==> config.mk <==
export PLATFORM = sky130hd
export DESIGN_NAME = stream_reader_p
export DESIGN_NICKNAME = d
export VERILOG_FILES = /design/src/rtl/stream_reader_p.sv
export SDC_FILE = /design/constraint.sdc
export NUM_CORES = 1
export LEC_CHECK = 0
export BUFFER_PORTS_ARGS = -buffer_cell sky130_fd_sc_hd__buf_2
export CAP_MARGIN = 20
export CORE_ASPECT_RATIO = 1.1
export CORE_MARGIN = 10
export CORE_UTILIZATION = 65
export CTS_BUF_LIST = sky130_fd_sc_hd__clkbuf_4
export CTS_CLUSTER_SIZE = 30
export DETAILED_ROUTE_END_ITERATION = 6
export GPL_TIMING_DRIVEN = 0
export PLACE_DENSITY = 0.79
export SLEW_MARGIN = 10
export SYNTH_ARGS = -nofsm -noshare
export SYNTH_HDL_FRONTEND = slang
export SYNTH_SLANG_ARGS = --single-unit
==> constraint.sdc <==
create_clock -name clk -period 3.7 [get_ports clk]
set_input_delay 0.185 -clock clk [delete_from_list [all_inputs] [get_ports clk]]
set_output_delay 0.185 -clock clk [all_outputs]
set_load 0.005 [all_outputs]
==> src/rtl/stream_reader_p.sv <==
// stream_reader_p: fills a STREAMS x WORDS frame from paged RAM, then serves
// it to SPLIT one word per handshake. Optional: READER_OVERRUN_EN.
module stream_reader_p #(
  parameter int DATA_W  = 18,
  parameter int WORDS   = 16,
  parameter int STREAMS = 3,
  parameter int PAGES   = 8,
  parameter int RD_LAT  = 4,
  parameter int TX_HOLD = 4,
  localparam int FRAME  = STREAMS * WORDS,
  localparam int ADDR_W = $clog2(PAGES * FRAME),
  localparam int SW     = (STREAMS > 1) ? $clog2(STREAMS) : 1,
  localparam int PW     = (PAGES > 1) ? $clog2(PAGES) : 1
) (
  input  logic              clk,
  input  logic              nRST,
  input  logic              reqMFK,
  input  logic [DATA_W-1:0] din,
  input  logic              reqSPLIT,
  output logic [ADDR_W-1:0] addrRD,
  output logic              readEN,
  output logic [DATA_W-1:0] dout,
  output logic              TXen,
  output logic              RXdone,
  output logic [SW-1:0]     cntStream,
  output logic [PW-1:0]     page,
  output logic              overrun
);

  localparam int WW = $clog2(WORDS);
  localparam int IW = $clog2(FRAME);
  localparam int RW = $clog2(RD_LAT + 2);
  localparam int TW = $clog2(TX_HOLD + 2);

  typedef enum logic [2:0] {
    S_IDLE, S_READ, S_SPL_HI, S_TX, S_SPL_LO, S_MFK_LO
  } state_t;

  state_t r_state, w_nxt;

  logic [ADDR_W-1:0] r_addr;
  logic              r_rden;
  logic [DATA_W-1:0] r_dout;
  logic              r_txen;
  logic              r_rxdone;
  logic [WW-1:0]     r_w;
  logic [SW-1:0]     r_s;
  logic [PW-1:0]     r_page;
  logic [IW-1:0]     r_k;
  logic [RW-1:0]     r_rc;
  logic [TW-1:0]     r_tc;
  logic [DATA_W-1:0] r_buf [FRAME];

  logic          w_rd_end;
  logic          w_tx_end;
  logic          w_last;
  logic          w_wrap;
  logic          w_k_last;
  logic [WW-1:0] w_w_inc;
  logic [SW-1:0] w_s_inc;
  logic [IW-1:0] w_bidx;

  function automatic logic [ADDR_W-1:0] f_addr(
    input logic [PW-1:0] p,
    input logic [SW-1:0] s,
    input logic [WW-1:0] w
  );
    return (ADDR_W'(p) * ADDR_W'(STREAMS) + ADDR_W'(s))
           * ADDR_W'(WORDS) + ADDR_W'(w);
  endfunction

  assign w_rd_end = (r_state == S_READ) && (r_rc == RW'(RD_LAT + 1));
  assign w_tx_end = (r_state == S_TX) && (r_tc == TW'(TX_HOLD + 1));
  assign w_wrap   = (r_w == WW'(WORDS - 1));
  assign w_last   = w_wrap && (r_s == SW'(STREAMS - 1));
  assign w_k_last = (r_k == IW'(FRAME - 1));
  assign w_w_inc  = w_wrap ? '0 : r_w + WW'(1);
  assign w_s_inc  = w_wrap ? r_s + SW'(1) : r_s;
  assign w_bidx   = IW'(r_s) * IW'(WORDS) + IW'(r_w);

  always_ff @(posedge clk or negedge nRST) begin
    if (!nRST) r_state <= S_IDLE;
    else       r_state <= w_nxt;
  end

  always_comb begin
    w_nxt = r_state;
    unique case (r_state)
      S_IDLE:   if (reqMFK) w_nxt = S_READ;
      S_READ:   if (w_rd_end && w_last) w_nxt = S_SPL_HI;
      S_SPL_HI: if (reqSPLIT) w_nxt = S_TX;
      S_TX:     if (w_tx_end) w_nxt = w_k_last ? S_MFK_LO : S_SPL_LO;
      S_SPL_LO: if (!reqSPLIT) w_nxt = S_SPL_HI;
      S_MFK_LO: if (!reqMFK) w_nxt = S_IDLE;
      default:  w_nxt = S_IDLE;
    endcase
  end

  always_ff @(posedge clk or negedge nRST) begin
    if (!nRST) begin
      r_addr   <= '0;
      r_rden   <= 1'b0;
      r_dout   <= '0;
      r_txen   <= 1'b0;
      r_rxdone <= 1'b0;
      r_w      <= '0;
      r_s      <= '0;
      r_page   <= '0;
      r_k      <= '0;
      r_rc     <= '0;
      r_tc     <= '0;
    end else begin
      r_rxdone <= 1'b0;
      unique case (r_state)
        S_IDLE: if (reqMFK) begin
          r_w    <= '0;
          r_s    <= '0;
          r_rc   <= '0;
          r_addr <= f_addr(r_page, '0, '0);
        end
        S_READ: begin
          r_rc <= r_rc + RW'(1);
          if (r_rc == '0) r_rden <= 1'b1;
          if (r_rc == RW'(RD_LAT)) r_rden <= 1'b0;
          if (w_rd_end) begin
            r_rc <= '0;
            if (w_last) begin
              r_w      <= '0;
              r_s      <= '0;
              r_page   <= r_page + PW'(1);
              r_rxdone <= 1'b1;
            end else begin
              r_w    <= w_w_inc;
              r_s    <= w_s_inc;
              r_addr <= f_addr(r_page, w_s_inc, w_w_inc);
            end
          end
        end
        S_TX: begin
          r_tc <= r_tc + TW'(1);
          if (r_tc == '0) r_dout <= r_buf[r_k];
          if (r_tc == TW'(1)) r_txen <= 1'b1;
          if (w_tx_end) begin
            r_txen <= 1'b0;
            r_tc   <= '0;
            r_k    <= w_k_last ? '0 : r_k + IW'(1);
          end
        end
        default: ;
      endcase
    end
  end

  // Capture on the edge that ends the last readEN-high cycle
  always_ff @(posedge clk) begin
    if (r_state == S_READ && r_rc == RW'(RD_LAT))
      r_buf[w_bidx] <= din;
  end

`ifdef READER_OVERRUN_EN
  logic r_mfk_d;
  logic r_ovr;

  always_ff @(posedge clk or negedge nRST) begin
    if (!nRST) begin
      r_mfk_d <= 1'b0;
      r_ovr   <= 1'b0;
    end else begin
      r_mfk_d <= reqMFK;
      if (reqMFK && !r_mfk_d &&
          r_state != S_IDLE && r_state != S_MFK_LO)
        r_ovr <= 1'b1;
    end
  end

  assign overrun = r_ovr;
`else
  assign overrun = 1'b0;
`endif

  assign addrRD    = r_addr;
  assign readEN    = r_rden;
  assign dout      = r_dout;
  assign TXen      = r_txen;
  assign RXdone    = r_rxdone;
  assign cntStream = r_s;
  assign page      = r_page;

endmodule

Word level (Yosys, flattened, before mapping)
Memories as Yosys holds them, arrays and structs flattened. A register that Yosys moved wholly into a read port is not among the register bits.
Cells that the tools add are included.
- bits in registers: 36
- bits in writable memories: 864
- bits of input ports: 22
- logic and storage cells: 99
- memories: 1
- $add $sub $neg: 9
- multiply operators: 1
- equality and inequality tests: 20
- multiplexer cells: 36
- reductions and logical operators: 21
- memories (name ; words ; bits a word ; rd ports ; clocked after memory_dff ; wr ports ; line ; source):
    r_buf ; 48 ; 18 ; 1 ; 1 ; 1 ; 52 ; logic [DATA_W-1:0] r_buf [FRAME];
- operators with widths (cell ; count):
    2-to-1 mux 3 bit ; 9
    2-to-1 mux 9 bit ; 3
    one-hot mux 3 bit (6 select lines) ; 1
    one-hot mux 9 bit (2 select lines) ; 1
    2-to-1 mux 4 bit ; 4
    equality test 3 bit, second input constant ; 5
    != test 2 bit, second input constant ; 7
    2-to-1 mux 1 bit ; 10
    AND reduction 2 bit ; 5
    adder 3 x 1 -> 3 bit, second input constant ; 3
    adder 9 x 4 -> 9 bit ; 1
    logical NOT 3 bit ; 3
    2-to-1 mux 2 bit ; 4
    one-hot mux 4 bit (2 select lines) ; 1
    adder 6 x 1 -> 6 bit, second input constant ; 1
    adder 6 x 4 -> 6 bit ; 1
    equality test 3 x 1 -> 1 bit, second input constant ; 2
    equality test 3 x 2 -> 1 bit, second input constant ; 2
    equality test 6 bit, second input constant ; 1
    2-to-1 mux 6 bit ; 1
    one-hot mux 3 bit (2 select lines) ; 1
    AND reduction 3 bit ; 2
    AND reduction 6 bit ; 1
    nonzero test 2 bit ; 3
    11 further kinds ; 15

Depth between registers and ports, before layout
Gate-level depths: netlist of the first run.
- depth after elaboration: 7
- depth in mapped cells: 10
- depth with buffers taken out: 9

Worst setup path before layout of the first run
Ideal clock, no wire load.
- path kind: reg2reg
- from: reg r_state[2]
- to: mem r_buf[11][0], enable pin
- setup time: 0.393 ns
- arrival: 2.350 ns
- required time: 3.307 ns
- slack: 0.958 ns
- cell stages (with the launch flop): 6
- cells stage by stage: dfrtp_1 > nor3b_2 > nand4_1 > or3b_2 > clkbuf_1 > nor2_1
- word-level cells in the longest chain between the ends: 4
- ends and longest elaborated chain (item ; line ; source):
    from (decl) ; 39 ; state_t r_state, w_nxt;
    from (signal assigned) ; 83 ; else r_state <= w_nxt;
    equality test 3 x 1 -> 1 bit ; 156 ; if (r_state == S_READ && r_rc == RW'(RD_LAT))
    logical AND 1 bit ; 156 ;
    2-to-1 mux 1 bit ; 156 ;
    2-to-1 mux 1 bit (not written as such) ; 157 ; r_buf[w_bidx] <= din;
    to (decl) ; 52 ;
No other way between the ends.

Worst setup path in the final report of the first run
- from: reg r_state[2]
- to: mem r_buf[4][17], enable pin
Same word-level chain as after synthesis.

==> impl_metrics.prom, run 1 <==
# TYPE chip_impl_metric gauge
chip_impl_metric{name="detail_route.wl_per_cell",unit="um"} 28.8
chip_impl_metric{name="rr_worst_depth",unit=""} 6
chip_impl_metric{name="drt-total-wl",unit="mm"} 83.9
chip_impl_metric{name="post_synth.cell_area_avg",unit="um^2"} 21.5
chip_impl_info{name="run_status",value="finished with violations"} 1
chip_impl_metric{name="fin_worst_skew",unit="ns"} 0.0723
chip_impl_metric{name="required_time_of_the_worst_setup_path",unit="ns"} 4.47
chip_impl_info{name="crit_path_top_delay_cell",value="nor2_2"} 1
chip_impl_info{name="crit_type",value="reg2reg"} 1
chip_impl_metric{name="fin_util",unit="%"} 74.6
chip_impl_info{name="mostFrequentLayoutCells",value="864 x edfxtp_1, 327 x clkbuf_4, 220 x mux4_2"} 1
chip_impl_metric{name="async_flop_share",unit="%"} 5.88
chip_impl_metric{name="grt_overflow",unit=""} 0
chip_impl_metric{name="tritoncts.num_buffers",unit=""} 207
chip_impl_info{name="worstHoldPathType",value="in2reg"} 1
chip_impl_info{name="tritoncts_clock_tree",value="yes"} 1
chip_impl_metric{name="ff2ff_setup_slack",unit="ns"} 0.10
chip_impl_metric{name="grt_antenna_before_repair",unit=""} 3
chip_impl_metric{name="numPortBuffers",unit=""} 56
chip_impl_metric{name="m1_gr_usage",unit="%"} 34.9
chip_impl_metric{name="clk_latency",unit="ns"} 1.07
chip_impl_info{name="violated_checks",value="design-rule violations"} 1
chip_impl_metric{name="grt_util_met2",unit="%"} 40.5
chip_impl_metric{name="global_route_wire_length_before_repair",unit="mm"} 123
chip_impl_metric{name="core_region_area",unit="mm^2"} 0.0547
chip_impl_metric{name="cts_repair_resize_count",unit=""} 0
chip_impl_metric{name="ir_worst_vdd",unit="V"} 0.000345
chip_impl_metric{name="delay_of_the_slowest_critical_path_stage",unit="ns"} 0.81
chip_impl_info{name="grt_setup_unrepaired",value="no"} 1
chip_impl_info{name="critical_path.startpoint_type",value="register"} 1
chip_impl_info{name="worst_r2r_startpoint",value="r_state[2]"} 1
chip_impl_metric{name="post_synth_num_cell_types",unit=""} 59
chip_impl_metric{name="dp_hpwl",unit="mm"} 54.6
chip_impl_metric{name="critPathArrivalTime",unit="ns"} 4.36
chip_impl_metric{name="syn_to_final_growth",unit="%"} 14.0
chip_impl_info{name="root_buffer",value="clkbuf_4"} 1
chip_impl_metric{name="worst_pin_slew",unit="ns"} 1.09
chip_impl_metric{name="post-route-drc-count",unit=""} 6
chip_impl_metric{name="finalSetupViolCount",unit=""} 0
chip_impl_metric{name="yosys_warnings",unit=""} 0
chip_impl_metric{name="post_synth_inst_count",unit=""} 1663
chip_impl_metric{name="hold_slack",unit="ns"} 0.157
chip_impl_metric{name="cts_max_path_buffers",unit=""} 3
chip_impl_metric{name="max-cap-violations",unit=""} 0
chip_impl_metric{name="vias_per_cell",unit=""} 6.49
chip_impl_metric{name="tritoncts_num_sinks",unit=""} 918
chip_impl_metric{name="drt.antenna.violating_nets",unit=""} 0
chip_impl_metric{name="hold_viol_final",unit=""} 0
chip_impl_metric{name="layout_min_cycle_time",unit="ns"} 3.60
chip_impl_metric{name="placementRows",unit=""} 90
chip_impl_metric{name="ctsHtreeMaxLevel",unit=""} 4
chip_impl_metric{name="num-nets-final",unit=""} 2041
chip_impl_info{name="critical_path.endpoint_type",value="register"} 1
chip_impl_metric{name="post_cts_buffers",unit=""} 0
chip_impl_metric{name="grt_start_max_net_pins",unit=""} 49
chip_impl_info{name="r2r_end",value="r_buf[4][17]"} 1
chip_impl_metric{name="first_global_vias",unit=""} 19200
chip_impl_metric{name="maxSlewViolCount",unit=""} 0
chip_impl_info{name="setup.worst_path.start",value="r_state[2]"} 1
chip_impl_metric{name="dr.pass1.iters",unit=""} 7
chip_impl_metric{name="worst_setup_hold_path_clk_slew",unit="ns"} 0.07
chip_impl_info{name="layout.cells.most_common",value="edfxtp_1"} 1
chip_impl_metric{name="synth_sequential_area_ratio",unit="%"} 76.2
chip_impl_metric{name="fin_crit_sh",unit="%"} 97.3
chip_impl_metric{name="die_area",unit="mm^2"} 0.0649
chip_impl_info{name="globalRoute.busiestLayer",value="met2"} 1
chip_impl_info{name="worst_setup_path_endpoint",value="r_buf[4][17]"} 1
chip_impl_metric{name="ys_seq_elements",unit=""} 918
chip_impl_metric{name="worst_slew_margin_rel",unit="%"} 27.2
chip_impl_metric{name="synth.net_count",unit=""} 1703
chip_impl_metric{name="chipHeight",unit="um"} 266
chip_impl_metric{name="groute.layer.met3.usage",unit="%"} 8.70
chip_impl_metric{name="via_count",unit=""} 18900
chip_impl_metric{name="top_level_ports",unit=""} 58
chip_impl_metric{name="fmax",unit="MHz"} 278
chip_impl_info{name="crit_path_cell_trace",value="clkbuf_1 -> nand4bb_1 -> nor3b_1 -> nand3b_1 -> nor2_2 -> buf_6"} 1
chip_impl_metric{name="synth-edff-count",unit=""} 864
chip_impl_metric{name="cellLeakagePower",unit="nW"} 13.4
chip_impl_metric{name="die_width",unit="um"} 244
chip_impl_info{name="synthFlopType",value="edfxtp_1"} 1
chip_impl_metric{name="p_per_cell_area",unit="mW/mm^2"} 612
chip_impl_metric{name="synth_area",unit="mm^2"} 0.0358
chip_impl_metric{name="groute.usage.overall",unit="%"} 26.4
chip_impl_metric{name="start_util",unit="%"} 65.5
chip_impl_metric{name="drt_iter0_markers",unit=""} 2260
chip_impl_metric{name="crit_path_max_fo",unit=""} 11
chip_impl_metric{name="layout-drive-gt1-share",unit="%"} 38.9
chip_impl_metric{name="place.gp.congestion",unit=""} 0.936
## metal layers
layer / part of all wire, % / up-vias / wire, um
met5: 0 / - / 0
met4: 3.1 / 0 / 2570
met3: 11 / 161 / 9630
met2: 48 / 1241 / 40500
met1: 37 / 9726 / 31200
li1: - / 7758 / -
## synth_stat cells (all sizes together) (4+ instances only)
library cell,n,area share (%)
a211o,16,0.39
a211oi,4,0.084
a21o,8,0.17
a21oi,4,0.056
a22oi,15,0.31
a31oi,4,0.070
and3,5,0.087
buf,59,0.94
clkbuf,35,0.37
dfrtp,54,3.8
edfxtp,864,72
ha,16,0.56
inv,16,0.17
mux2,71,2.2
mux2i,19,0.53
mux4,220,14
nand2,49,0.51
nand2b,8,0.14
nand3,8,0.11
nor2,61,0.64
o211ai,16,0.34
o21ai,16,0.22
o22ai,31,0.54
or3b,4,0.098
xnor2,8,0.20
## kinds of logic (layout without fill, tap and decap cells)
group	after synthesis	in the layout	share of synthesized area (%)
XOR/XNOR	10	10	0.244
AO/OA/AOI/OAI	131	131	2.60
buffers and inverters	110	619	1.48
AND/OR/NAND/NOR	165	165	2.22
adder cells (fa/ha/maj)	18	18	0.670
other	1	5	0.0105
flip-flops	918	918	76.2
multiplexers	310	310	16.6
## state kept, by name, summed over array words and instances (netlist names)
register / count
r_buf: 864
dout: 18
addrRD: 9
r_k: 6
r_w: 4
page: 3
r_rc: 3
r_state: 3
r_tc: 3
cntStream: 2
RXdone: 1
TXen: 1
readEN: 1
## timing repair
item / CTS / global route
hold buffers: 23 / 0
setup endpoints to repair: 0 / 0
endpoints found under the hold margin: 938 / 0
## cell type report
class                      count  area, um^2
clock buffer                 327        2450
inverter                      16        60.1
antenna                        4        10.0
clock inverter                53         293
tap                          736         921
timing repair buffer         129        1210
multi-input combinational    635        8130
buffer                        94         469
sequential                   918       27300
fill                        3062       13900
## critical path: cells and delay by family, from the launching register on
family                 cells  cell delay (ns)
and+or+nand+nor            4             2.42
DFF                        1             0.41
buffers and inverters      2             0.47
## through the flow
| stage | setup TNS [ns] | power, mW | setup WS, ns | std cells | instance area [um^2] |
|---|---|---|---|---|---|
| after floorplan | 0 | 15.5 | 0.958 | 1663 | 35800 |
| after global placement | -78.04 | 17.0 | -0.228 | 2455 | 37000 |
| after detailed placement | 0 | 17.2 | 0.267 | 2504 | 37800 |
| after CTS | 0 | 25.1 | 0.265 | 2907 | 40800 |
| after global routing | 0 | 26.0 | 0.0360 | 2910 | 40800 |
| final | 0 | 25.0 | 0.101 | 2912 | 40800 |
## worst min path at each step
stage                  start         end  slack, ns  cells after the start
floorplan               nRST      RXdone      -0.11                      0
global placement      readEN      readEN       0.47                      2
detailed placement      nRST   addrRD[7]       0.17                      1
CTS                   reqMFK  r_state[0]       0.03                      5
global route        reqSPLIT  r_state[0]       0.13                      5
finish                reqMFK  r_state[0]       0.16                      5
## report_power, final
group / switching [mW] / internal (mW)
logic: 2.76 / 2.40
registers: 0.243 / 11.6
clock network: 3.80 / 4.21
total: 6.80 / 18.2
Power figures use the tool's default switching activity.
==> run 2, diff against run 1 <==
==> constraint.sdc (replaced) <==
create_clock -name clk -period 3.7 [get_ports clk]
set_input_delay 0.74 -clock clk [delete_from_list [all_inputs] [get_ports clk]]
set_output_delay 0.74 -clock clk [all_outputs]
set_load 0.005 [all_outputs]
==> impl_metrics.prom, run 2 (same netlist as run 1, synthesis figures left out) <==
# TYPE chip_impl_metric gauge
chip_impl_metric{name="num-nets-final",unit=""} 2018
chip_impl_metric{name="worst_slew_margin_rel",unit="%"} 28.1
chip_impl_metric{name="fmax",unit="MHz"} 280
chip_impl_metric{name="final.fill_count",unit=""} 3087
chip_impl_metric{name="layout-drive-gt1-share",unit="%"} 39.3
chip_impl_metric{name="drt_iter0_markers",unit=""} 2273
chip_impl_metric{name="finalSetupViolCount",unit=""} 0
chip_impl_info{name="critical_path.startpoint_type",value="register"} 1
chip_impl_metric{name="worst_setup_hold_path_clk_slew",unit="ns"} 0.07
chip_impl_metric{name="chipHeight",unit="um"} 266
chip_impl_metric{name="detail_route.wl_per_cell",unit="um"} 28.9
chip_impl_metric{name="core_region_area",unit="mm^2"} 0.0547
chip_impl_metric{name="groute.usage.overall",unit="%"} 26.2
chip_impl_metric{name="path_buf_inv",unit=""} 2
chip_impl_metric{name="place.gp.congestion",unit=""} 0.936
chip_impl_metric{name="groute.layer.met3.usage",unit="%"} 8.63
chip_impl_metric{name="cts_max_path_buffers",unit=""} 3
chip_impl_metric{name="grt_util_met2",unit="%"} 40.4
chip_impl_metric{name="start_util",unit="%"} 65.5
chip_impl_metric{name="required_time_of_the_worst_setup_path",unit="ns"} 4.49
chip_impl_metric{name="dp_hpwl",unit="mm"} 54.6
chip_impl_metric{name="ir_worst_vdd",unit="V"} 0.000346
chip_impl_metric{name="largest_register_ff_count",unit=""} 864
chip_impl_info{name="crit_path_top_delay_cell",value="nor2_2"} 1
chip_impl_metric{name="via_count",unit=""} 18800
chip_impl_metric{name="clk_latency",unit="ns"} 1.10
chip_impl_metric{name="placementRows",unit=""} 90
chip_impl_metric{name="post-route-drc-count",unit=""} 0
chip_impl_metric{name="max-cap-violations",unit=""} 0
chip_impl_metric{name="hold_slack",unit="ns"} 0.128
chip_impl_metric{name="top_level_ports",unit=""} 58
chip_impl_metric{name="numPortBuffers",unit=""} 56
chip_impl_metric{name="m1_gr_usage",unit="%"} 34.9
chip_impl_info{name="crit_type",value="reg2reg"} 1
chip_impl_metric{name="layout_min_cycle_time",unit="ns"} 3.57
chip_impl_metric{name="delay_of_the_slowest_critical_path_stage",unit="ns"} 0.82
chip_impl_info{name="crit_path_cell_trace",value="clkbuf_1 -> nand4bb_1 -> nor3b_1 -> nand3b_1 -> nor2_2 -> buf_6"} 1
chip_impl_metric{name="critPathArrivalTime",unit="ns"} 4.35
chip_impl_metric{name="fin_worst_skew",unit="ns"} 0.0666
chip_impl_metric{name="hold_viol_final",unit=""} 0
chip_impl_info{name="tritoncts_clock_tree",value="yes"} 1
chip_impl_info{name="regMostFlops",value="r_buf"} 1
chip_impl_metric{name="syn_to_final_growth",unit="%"} 13.3
chip_impl_metric{name="die_area",unit="mm^2"} 0.0649
chip_impl_metric{name="maxSlewViolCount",unit=""} 0
chip_impl_metric{name="fin_crit_sh",unit="%"} 96.4
chip_impl_metric{name="vias_per_cell",unit=""} 6.50
chip_impl_metric{name="tritoncts_num_sinks",unit=""} 918
chip_impl_metric{name="ctsHtreeMaxLevel",unit=""} 4
chip_impl_metric{name="drt-total-wl",unit="mm"} 83.5
chip_impl_metric{name="die_width",unit="um"} 244
chip_impl_metric{name="grt_antenna_before_repair",unit=""} 3
chip_impl_metric{name="grt_start_max_net_pins",unit=""} 49
chip_impl_metric{name="tritoncts.num_buffers",unit=""} 207
chip_impl_info{name="globalRoute.busiestLayer",value="met2"} 1
chip_impl_info{name="critical_path.endpoint_type",value="register"} 1
chip_impl_info{name="mostFrequentLayoutCells",value="864 x edfxtp_1, 327 x clkbuf_4, 220 x mux4_2"} 1
chip_impl_metric{name="cellLeakagePower",unit="nW"} 13.3
chip_impl_metric{name="dr.pass1.iters",unit=""} 5
chip_impl_metric{name="fin_util",unit="%"} 74.2
chip_impl_metric{name="grt_overflow",unit=""} 0
chip_impl_metric{name="first_global_vias",unit=""} 19000
chip_impl_metric{name="global_route_wire_length_before_repair",unit="mm"} 123
chip_impl_info{name="critical-path-top-delay-family",value="simple AND/OR/NAND/NOR gates"} 1
chip_impl_metric{name="ff2ff_setup_slack",unit="ns"} 0.13
chip_impl_metric{name="dpl.cell_count",unit=""} 2504
chip_impl_info{name="worstHoldPathType",value="in2reg"} 1
chip_impl_metric{name="p_per_cell_area",unit="mW/mm^2"} 616
chip_impl_metric{name="crit_path_max_fo",unit=""} 11
chip_impl_info{name="run_status",value="finished clean"} 1
chip_impl_metric{name="finish.cell_count_without_fillers",unit=""} 2889
chip_impl_info{name="grt_setup_unrepaired",value="no"} 1
chip_impl_info{name="root_buffer",value="clkbuf_4"} 1
chip_impl_info{name="layout.cells.most_common",value="edfxtp_1"} 1
chip_impl_metric{name="worst_pin_slew",unit="ns"} 1.08
chip_impl_metric{name="drt.antenna.violating_nets",unit=""} 0
## run 2: cell count changes in the layout (fill, tap and decap cells not counted)
cell and change:
dlygate4sd3_1 -22, buf_6 -1
## run 2: worst register-to-register path, delay by kind of cell (launching register included)
kind	cells	cell delay, ns
flops	1	0.40
buf+inv	2	0.48
simple gates	4	2.39
## run 2: routing by layer
layer	up-vias	wire (um)
met1	9680	31100
met5	-	61
met4	6	2700
met3	170	9450
met2	1203	40200
li1	7713	-
## run 2: path summary, 6_finish.rpt
path / start / end / cells after the start
max: r_state[2] / r_buf[4][17] / 6
min: reqMFK / r_state[2] / 3
max reg2reg: r_state[2] / r_buf[4][17] / 6
min reg2reg: readEN / readEN / 2
max in group asynchronous: nRST / r_k[4] / 3
min in group asynchronous: nRST / r_rc[1] / 2
## run 2: area by class of cell
| class | instances | area (um^2) | area share, % |
|---|---|---|---|
| Inverter | 16 | 60.1 | 0.148 |
| Tap cell | 736 | 921 | 2.27 |
| Multi-Input combinational cell | 635 | 8130 | 20.0 |
| Sequential cell | 918 | 27300 | 67.2 |
| Antenna cell | 4 | 10.0 | 0.0247 |
| Buffer | 94 | 469 | 1.16 |
| Clock buffer | 327 | 2450 | 6.05 |
| Timing Repair Buffer | 106 | 975 | 2.40 |
| Clock inverter | 53 | 293 | 0.721 |
## run 2: timing repair
item,4_1_cts,5_1_grt
buffers inserted,0,0
resized for setup,0,0
hold endpoints to repair,54,0
hold buffers,1,0
## run 2: where the power goes
| group | internal (mW) | switching, mW |
|---|---|---|
| logic | 2.38 | 2.74 |
| clock network | 4.21 | 3.82 |
| registers | 11.6 | 0.244 |
| total | 18.2 | 6.81 |
## run 2: stage by stage
| step | worst slack [ns] | power (mW) | instance area (um^2) | TNS [ns] |
|---|---|---|---|---|
| 2_1_floorplan | 0.958 | 15.5 | 35800 | 0 |
| 3_3_place_gp | -0.228 | 17.0 | 37000 | -78.04 |
| 3_5_place_dp | 0.267 | 17.2 | 37800 | 0 |
| 4_1_cts | 0.265 | 25.1 | 40600 | 0 |
| 5_1_grt | 0.0360 | 26.0 | 40600 | 0 |
| 6_report | 0.134 | 25.0 | 40600 | 0 |
==> run 3, diff against run 2 <==
==> config.mk (replaced) <==
export PLATFORM = sky130hd
export DESIGN_NAME = stream_reader_p
export DESIGN_NICKNAME = d
export VERILOG_FILES = /design/src/rtl/stream_reader_p.sv
export SDC_FILE = /design/constraint.sdc
export NUM_CORES = 1
export LEC_CHECK = 0
export BUFFER_PORTS_ARGS = -buffer_cell sky130_fd_sc_hd__clkbuf_2
export CAP_MARGIN = 20
export CORE_ASPECT_RATIO = 1.1
export CORE_MARGIN = 10
export CORE_UTILIZATION = 59
export CTS_BUF_LIST = sky130_fd_sc_hd__clkbuf_4
export CTS_CLUSTER_SIZE = 30
export DETAILED_ROUTE_END_ITERATION = 6
export GPL_TIMING_DRIVEN = 0
export PLACE_DENSITY = 0.75
export SLEW_MARGIN = 10
export SYNTH_ARGS = -nofsm -noshare
export SYNTH_HDL_FRONTEND = slang
export SYNTH_SLANG_ARGS = --single-unit
==> constraint.sdc (replaced) <==
create_clock -name clk -period 3.2 [get_ports clk]
set_input_delay 0.64 -clock clk [delete_from_list [all_inputs] [get_ports clk]]
set_output_delay 0.64 -clock clk [all_outputs]
set_load 0.005 [all_outputs]
==> impl_metrics.prom, run 3 (same netlist as run 1, synthesis figures left out) <==
# TYPE chip_impl_metric gauge
chip_impl_info{name="run_status",value="finished clean"} 1
chip_impl_metric{name="worst_slew_margin_rel",unit="%"} 26.6
chip_impl_metric{name="hold_viol_final",unit=""} 0
chip_impl_metric{name="dpl.cell_count",unit=""} 2535
chip_impl_metric{name="grt_start_max_net_pins",unit=""} 55
chip_impl_metric{name="internal_power",unit="mW"} 21.2
chip_impl_metric{name="numPortBuffers",unit=""} 56
chip_impl_metric{name="finalSetupViolCount",unit=""} 0
chip_impl_info{name="tritoncts_clock_tree",value="yes"} 1
chip_impl_metric{name="layout-drive-gt1-share",unit="%"} 39.4
chip_impl_metric{name="first_global_vias",unit=""} 19100
chip_impl_metric{name="grt_overflow",unit=""} 0
chip_impl_metric{name="totalPowerFinal",unit="mW"} 29.3
chip_impl_info{name="critical_path.startpoint_type",value="register"} 1
chip_impl_metric{name="critPathArrivalTime",unit="ns"} 3.91
chip_impl_metric{name="via_count",unit=""} 19000
chip_impl_metric{name="post-route-drc-count",unit=""} 0
chip_impl_metric{name="tritoncts.num_buffers",unit=""} 214
chip_impl_metric{name="pwr-share-seq",unit="%"} 46.8
chip_impl_metric{name="cts_max_path_buffers",unit=""} 3
chip_impl_metric{name="fin_worst_skew",unit="ns"} 0.0839
chip_impl_metric{name="detail_route.wl_per_cell",unit="um"} 29.0
chip_impl_metric{name="clk_latency",unit="ns"} 1.09
chip_impl_info{name="crit_type",value="reg2reg"} 1
chip_impl_metric{name="die_width",unit="um"} 255
chip_impl_metric{name="ctsHtreeMaxLevel",unit=""} 4
chip_impl_metric{name="comb_power_share",unit="%"} 20.5
chip_impl_metric{name="worst_setup_hold_path_clk_slew",unit="ns"} 0.07
chip_impl_metric{name="tritoncts_num_sinks",unit=""} 918
chip_impl_metric{name="placementRows",unit=""} 94
chip_impl_metric{name="cellLeakagePower",unit="nW"} 13.5
chip_impl_metric{name="dr.pass1.iters",unit=""} 5
chip_impl_metric{name="syn_to_final_growth",unit="%"} 15.1
chip_impl_info{name="regMostFlops",value="r_buf"} 1
chip_impl_metric{name="die_area",unit="mm^2"} 0.0710
chip_impl_metric{name="worst_pin_slew",unit="ns"} 1.10
chip_impl_metric{name="global_route_wire_length_before_repair",unit="mm"} 126
chip_impl_metric{name="final.setup.tns",unit="ns"} 0
chip_impl_metric{name="num-nets-final",unit=""} 2044
chip_impl_metric{name="power_switching_share",unit="%"} 27.5
chip_impl_metric{name="max-cap-violations",unit=""} 0
chip_impl_metric{name="groute.usage.overall",unit="%"} 24.7
chip_impl_info{name="critical_path.endpoint_type",value="register"} 1
chip_impl_metric{name="timing.hold.worst_path_depth",unit=""} 1
chip_impl_metric{name="required_time_of_the_worst_setup_path",unit="ns"} 3.94
chip_impl_metric{name="hold_slack",unit="ns"} 0.0904
chip_impl_info{name="worstHoldPathType",value="in2reg"} 1
chip_impl_metric{name="fin_crit_sh",unit="%"} 99.0
chip_impl_metric{name="layout_min_cycle_time",unit="ns"} 3.17
chip_impl_metric{name="fin_util",unit="%"} 68.8
chip_impl_metric{name="grt_antenna_before_repair",unit=""} 4
chip_impl_metric{name="core_region_area",unit="mm^2"} 0.0600
chip_impl_metric{name="crit_path_max_fo",unit=""} 11
chip_impl_metric{name="setup_ws",unit="ns"} 0.0316
chip_impl_info{name="layout.cells.most_common",value="edfxtp_1"} 1
chip_impl_metric{name="chipHeight",unit="um"} 278
chip_impl_metric{name="drt.antenna.violating_nets",unit=""} 0
chip_impl_metric{name="start_util",unit="%"} 59.7
chip_impl_info{name="mostFrequentLayoutCells",value="864 x edfxtp_1, 318 x clkbuf_4, 220 x mux4_2"} 1
chip_impl_info{name="grt_setup_unrepaired",value="yes"} 1
chip_impl_metric{name="power_switching",unit="mW"} 8.04
chip_impl_metric{name="finish.cell_count_without_fillers",unit=""} 2949
chip_impl_metric{name="pwr-share-clk",unit="%"} 32.6
chip_impl_metric{name="p_per_cell_area",unit="mW/mm^2"} 709
chip_impl_metric{name="largest_register_ff_count",unit=""} 864
chip_impl_metric{name="place_area",unit="mm^2"} 0.0379
chip_impl_metric{name="top_level_ports",unit=""} 58
chip_impl_metric{name="final.fill_count",unit=""} 3656
chip_impl_metric{name="rr_worst_depth",unit=""} 6
chip_impl_metric{name="drt-total-wl",unit="mm"} 85.4
chip_impl_metric{name="drt_iter0_markers",unit=""} 2274
chip_impl_metric{name="dp_hpwl",unit="mm"} 55.4
chip_impl_info{name="root_buffer",value="clkbuf_4"} 1
chip_impl_metric{name="fmax",unit="MHz"} 316
chip_impl_metric{name="place.gp.congestion",unit=""} 0.932
chip_impl_metric{name="maxSlewViolCount",unit=""} 0
chip_impl_metric{name="placement.setup.worst_slack",unit="ns"} -0.139
chip_impl_metric{name="final_area",unit="mm^2"} 0.0413
chip_impl_metric{name="ir_worst_vdd",unit="V"} 0.000400
chip_impl_metric{name="vias_per_cell",unit=""} 6.43
run 3: timing repair:
| item | 4_1_cts | 5_1_grt |
|---|---|---|
| endpoints found under the hold margin | 57 | 0 |
| pin swaps | 0 | 3 |
| setup endpoints to repair | 203 | 379 |
| resized for setup | 17 | 7 |
| setup buffers | 1 | 9 |
| hold buffers | 3 | 0 |
run 3: area by class of cell:
type,instances,area (um^2),area share (%)
Clock inverter,75,459,1.11
Multi-Input combinational cell,635,8250,20.0
Buffer,93,465,1.13
Timing Repair Buffer,126,1390,3.36
Sequential cell,918,27300,66.2
Clock buffer,317,2380,5.77
Antenna cell,1,2.50,0.00607
Tap cell,768,961,2.33
Inverter,16,60.1,0.146
run 3: power groups by stage:
| stage | Clock (mW) | Combinational (mW) | Sequential (mW) |
|---|---|---|---|
| floorplan | 0 | 4.05 | 13.8 |
| global placement | 0 | 5.72 | 13.9 |
| detailed placement | 0 | 5.91 | 13.9 |
| CTS | 9.71 | 5.97 | 13.7 |
| global route | 10.3 | 6.39 | 13.7 |
| finish | 9.55 | 6.00 | 13.7 |
run 3: metal layers:
layer	track usage, %	up-vias	routed length (um)
li1	-	7777	-
met1	32.7	9797	32000
met2	37.9	1170	41200
met3	7.54	202	9280
met4	10.0	6	2860
met5	0	-	33
run 3: worst paths after layout:
| path | start | endpoint | slack (ns) |
|---|---|---|---|
| worst max-delay path | r_state[1] | r_buf[5][13] | 0.03 |
| worst min-delay path | din[13] | r_buf[34][13] | 0.09 |
| worst max register to register | r_state[1] | r_buf[5][13] | 0.03 |
| worst min register to register | addrRD[3] | addrRD[3] | 0.49 |
| max in group asynchronous | nRST | dout[7] | 2.43 |
| min in group asynchronous | nRST | r_k[4] | 0.22 |
run 3: critical path, cell delays in order (launching register included):
cell	delay (ns)
dfrtp_1	0.41
nor3b_4	0.41
nand4_1	0.28
or3b_2	0.50
clkbuf_1	0.38
nor2_2	0.61
buf_8	0.24
